$ cat src/rtl/instr_encoder.sv
// instr_encoder: packs an opcode and a signed 8-bit immediate into an 8-bit
// instruction word (imm4 or imm2+register formats). Accepted words stream out
// with sequential program-memory addresses through one output register stage.
// Entries whose immediate cannot be represented are consumed, dropped and counted.
module instr_encoder #(
  parameter int ADDR_W = 8,
  parameter int ERR_W  = 4
) (
  input  logic              clk,
  input  logic              rst,
  input  logic              start,
  input  logic              in_valid,
  output logic              in_ready,
  input  logic [3:0]        opcode,
  input  logic [7:0]        imm8,
  input  logic              isim4,
  input  logic [1:0]        reg_sel,
  output logic              out_valid,
  input  logic              out_ready,
  output logic [7:0]        out_inst,
  output logic [ADDR_W-1:0] out_addr,
  output logic              full,
  output logic              err,
  output logic [ERR_W-1:0]  err_cnt
);

  localparam logic [1:0] ST_IDLE = 2'd0;
  localparam logic [1:0] ST_LOAD = 2'd1;
  localparam logic [1:0] ST_FULL = 2'd2;

  localparam logic [ADDR_W-1:0] LAST_ADDR = '1;
  localparam logic [ERR_W-1:0]  ERR_MAX   = '1;

  logic [1:0]        state_q,     state_d;
  logic [ADDR_W-1:0] wr_addr_q,   wr_addr_d;
  logic              out_valid_q, out_valid_d;
  logic [7:0]        out_inst_q,  out_inst_d;
  logic [ADDR_W-1:0] out_addr_q,  out_addr_d;
  logic              err_q,       err_d;
  logic [ERR_W-1:0]  err_cnt_q,   err_cnt_d;

  logic       imm_legal;
  logic [7:0] enc_word;
  logic       in_ready_c;
  logic       accept;
  logic       legal_acc;
  logic       bad_acc;

  // Encode the entry, check its immediate range and form the input handshake.
  always_comb begin
    // The immediate is representable when every bit above the field's sign
    // bit equals that sign bit, so sign-extending the field restores imm8.
    if (isim4) begin
      imm_legal = (&imm8[7:3]) | ~(|imm8[7:3]);
      enc_word  = {opcode, imm8[3:0]};
    end else begin
      imm_legal = (&imm8[7:1]) | ~(|imm8[7:1]);
      enc_word  = {opcode, reg_sel, imm8[1:0]};
    end
    // A restart takes priority over data, so nothing is accepted in that cycle.
    in_ready_c = (state_q == ST_LOAD) && !start && (!out_valid_q || out_ready);
    accept     = in_valid && in_ready_c;
    legal_acc  = accept && imm_legal;
    bad_acc    = accept && !imm_legal;
  end

  // Next-state logic for the FSM, address counter, output stage and error state.
  always_comb begin
    // NOTE: every signal starts from its held value so no path leaves one
    // unassigned; a missing default here would infer a latch.
    state_d     = state_q;
    wr_addr_d   = wr_addr_q;
    out_valid_d = out_valid_q;
    out_inst_d  = out_inst_q;
    out_addr_d  = out_addr_q;
    err_d       = err_q;
    err_cnt_d   = err_cnt_q;

    // Output register: a new legal word may replace the one leaving this cycle.
    if (legal_acc) begin
      out_valid_d = 1'b1;
      out_inst_d  = enc_word;
      out_addr_d  = wr_addr_q;
    end else if (out_valid_q && out_ready) begin
      out_valid_d = 1'b0;
    end

    // The address never wraps: the last slot parks the encoder in FULL.
    if (legal_acc) begin
      if (wr_addr_q == LAST_ADDR) begin
        state_d = ST_FULL;
      end else begin
        wr_addr_d = wr_addr_q + ADDR_W'(1);
      end
    end

    if (bad_acc) begin
      err_d = 1'b1;
      if (err_cnt_q != ERR_MAX) begin
        err_cnt_d = err_cnt_q + ERR_W'(1);
      end
    end

    // start (re)opens loading from address 0 with clean error state in any
    // state; a pending output word is left to drain normally.
    if (start) begin
      state_d   = ST_LOAD;
      wr_addr_d = '0;
      err_d     = 1'b0;
      err_cnt_d = '0;
    end
  end

  // State registers with synchronous reset; reset discards any pending word.
  always_ff @(posedge clk) begin
    // NOTE: registers take non-blocking assignments so every flop samples the
    // pre-edge values regardless of statement order.
    if (rst) begin
      state_q     <= ST_IDLE;
      wr_addr_q   <= '0;
      out_valid_q <= 1'b0;
      out_inst_q  <= '0;
      out_addr_q  <= '0;
      err_q       <= 1'b0;
      err_cnt_q   <= '0;
    end else begin
      state_q     <= state_d;
      wr_addr_q   <= wr_addr_d;
      out_valid_q <= out_valid_d;
      out_inst_q  <= out_inst_d;
      out_addr_q  <= out_addr_d;
      err_q       <= err_d;
      err_cnt_q   <= err_cnt_d;
    end
  end

  assign in_ready  = in_ready_c;
  assign out_valid = out_valid_q;
  assign out_inst  = out_inst_q;
  assign out_addr  = out_addr_q;
  assign full      = (state_q == ST_FULL);
  assign err       = err_q;
  assign err_cnt   = err_cnt_q;

endmodule

$ cat config.mk
export PLATFORM = sky130hd
export DESIGN_NAME = instr_encoder
export DESIGN_NICKNAME = d
export VERILOG_FILES = /design/src/rtl/instr_encoder.sv
export SDC_FILE = /design/constraint.sdc
export NUM_CORES = 1
export LEC_CHECK = 0
export CORE_ASPECT_RATIO = 0.9
export CORE_UTILIZATION = 49
export DETAILED_ROUTE_END_ITERATION = 8
export GPL_ROUTABILITY_DRIVEN = 0
export GPL_TIMING_DRIVEN = 0
export MAX_ROUTING_LAYER = met4
export PLACE_DENSITY_LB_ADDON = 0.25
export SETUP_SLACK_MARGIN = 0.2
export SLEW_MARGIN = 20
export SYNTH_ARGS = -nofsm -noshare
export SYNTH_HDL_FRONTEND = slang
export SYNTH_SLANG_ARGS = --single-unit
$ cat constraint.sdc
create_clock -name clk -period 3 [get_ports clk]
set_input_delay 0.6 -clock clk [delete_from_list [all_inputs] [get_ports clk]]
set_output_delay 0.6 -clock clk [all_outputs]
set_load 0.01 [all_outputs]
==> out/qor.yml <==
hpwl_microns: 2490
cap_violations: 0
finalSetupViolations: 0
rsz0062_at_grt: "false"
pwr-share-clk: 0.400
syn_nets: 189
yosys-top-cells-area: "dfxtp_1 45%, nand2_1 9.2%, a21oi_1 8.1%"
layout_worst_path_cycle_share: 0.856
p_total_uw: 811
drt_iter0_drc: 36
vias_per_cell: 5.41
worst_slew_pin_slew_ps: 499
slew_headroom: 0.666
clock_path_buffers: 2
yosys.area.top_type: "dfxtp_1"
setup_ws_ps: 431
ys_ff_latch: 32
cts_tree: "built"
layout.nets: 239
n_antenna_cell: 0
comb_power_share: 0.072
drc: 0
yosys_warnings: 0
ios: 44
grt_pass1_wl_microns: 5200
drive_above_1_share: 0.101
vias: 1397
start_kind: "input pin"
multi_input_area_sq_um: 732
holdBufCountCts: 0
fin_tns_setup_ps: 0
grt_max_degree: 11
synth_top_cells_by_count: "35 x nand2_1, 32 x dfxtp_1, 23 x a21oi_1, 8 x nor2_1"
synth-edff-count: 0
cts_resized: 0
antenna_found_initial: 0
drv_slew: 0
critPathKind: "in2out"
cts-buffers-inserted: 5
yosys_most_used_dff: "dfxtp_1"
utilization: 0.723
holdWs_ps: 459
swShare: 0.218
p_int_uw: 634
clk_latency_ps: 330
cellPowerDensity_mw_per_mm2: 408
pre_cts_slack_ps: 444
grt_pass1_vias: 1233
ctsRootBufferMaster: "clkbuf_4"
netlist_area_sq_mm: 0.00143
async_reset_ff_frac: 0
hold_viol: 0
yosysMostFrequentCell: "nand2_1"
placementRows: 18
seqCellArea_sq_um: 641
cts_max_level: 2
hold_path.class: "reg2reg"
dieArea_sq_mm: 0.00314
wirelength_microns: 3310
status: "finished clean"
syn_avg_cell_area_sq_um: 8.56
die_x_microns: 58.9
antenna_left: 0
initial_core_util: 0.520
area_delta_synth_final_pct: 39.0
p_sw_uw: 177
synth_cells: 167
die_h_microns: 53.2
fmax_mhz: 389
crit_arrival_ps: 1970
port_buffers: 43
clkTransAtPathRegs_ps: 110
synthDistinctLibCells: 40
fin_skew_ps: 12.5
cts.sinks: 32
end_kind: "output port"
core_sq_mm: 0.00275
path_max_fanout: 5
overflow: 0
routedWlPerCell_microns: 12.8
period_minus_slack_ps: 2570
cts_setup_buffers: 0
n_fill_cell: 230
p_seq_frac: 0.528
cp.required_ps: 2400
dr.pass1.iters: 4
seq_area_frac_synth: 0.448
ir_drop_v: 0.000352
gr-usage-all-layers: 0.234
p_leak_nw: 0.689
synth_top_area_frac: 0.448
-- metrics by stage --
| step | std cells | instance area [sq um] |
|---|---|---|
| 2_1_floorplan | 167 | 1430 |
| 3_3_place_gp | 250 | 1910 |
| 3_5_place_dp | 250 | 1910 |
| 4_1_cts | 258 | 1990 |
| 5_1_grt | 258 | 1990 |
| 6_report | 258 | 1990 |
-- state kept, by name, summed over array words and instances, names as in the netlist --
name       flops
out_inst       8
out_valid      1
out_addr       8
err_cnt        4
wr_addr_q      8
state_q        2
err            1
-- cell families (layout without fill, tap and decap cells) --
family          Yosys count  count (layout)  share of synthesized area
buf+inv                  11              62                     0.0394
compound gates           41              41                      0.179
fa+ha+maj                 2               2                     0.0175
flops                    32              32                      0.448
xor+xnor                  1               1                    0.00613
simple gates             77              77                      0.289
mux                       3               3                     0.0210
-- critical path, stage by stage --
cell and delay, ps:
clkdlybuf4s50_1 480, nor2_1 160, and3_1 180, clkdlybuf4s50_1 550
-- cell usage in the layout (no fill, tap or decap), drive strengths merged, types with 2 or more instances in the layout --
master / n
nor3: 3
or4: 2
ha: 2
a21oi: 23
nand4: 3
o21ai: 6
o31ai: 3
mux2i: 3
nand3: 7
inv: 3
nand2: 35
buf: 6
dfxtp: 32
and4: 2
nor2: 9
and3: 4
clkbuf: 8
or3: 4
clkdlybuf4s50: 43
a211oi: 3
-- power groups by stage --
stage | Combinational, mW | Clock, mW | Sequential, mW
6_report | 0.0588 | 0.324 | 0.428
5_1_grt | 0.0633 | 0.351 | 0.428
4_1_cts | 0.0587 | 0.325 | 0.428
3_5_place_dp | 0.0584 | 0 | 0.438
3_3_place_gp | 0.0567 | 0 | 0.437
2_1_floorplan | 0.0204 | 0 | 0.438
-- cell type report --
cell class / count / share of cell area
Sequential cell: 32 / 0.323
Inverter: 3 / 0.00567
Timing Repair Buffer: 43 / 0.217
Clock inverter: 2 / 0.0176
Tap cell: 40 / 0.0252
Clock buffer: 6 / 0.0208
Multi-Input combinational cell: 124 / 0.369
Buffer: 8 / 0.0227
-- per-layer routing --
layer / part of all wire / track usage / vias up
met5: 0 / - / -
met4: 0.011 / 0.0873 / 0
met3: 0.050 / 0.0758 / 4
met2: 0.50 / 0.386 / 43
met1: 0.43 / 0.266 / 650
li1: - / - / 700
-- path summary, 6_finish.rpt --
| check | start | endpoint | slack [ps] | cells after the start |
|---|---|---|---|---|
| max reg2reg | wr_addr_q[0] | wr_addr_q[3] | 1270 | 6 |
| min | out_addr[5] | out_addr[5] | 460 | 2 |
| min reg2reg | out_addr[5] | out_addr[5] | 460 | 2 |
| max | start | in_ready | 430 | 4 |
No activity file was read; power rests on OpenSTA's default activity.
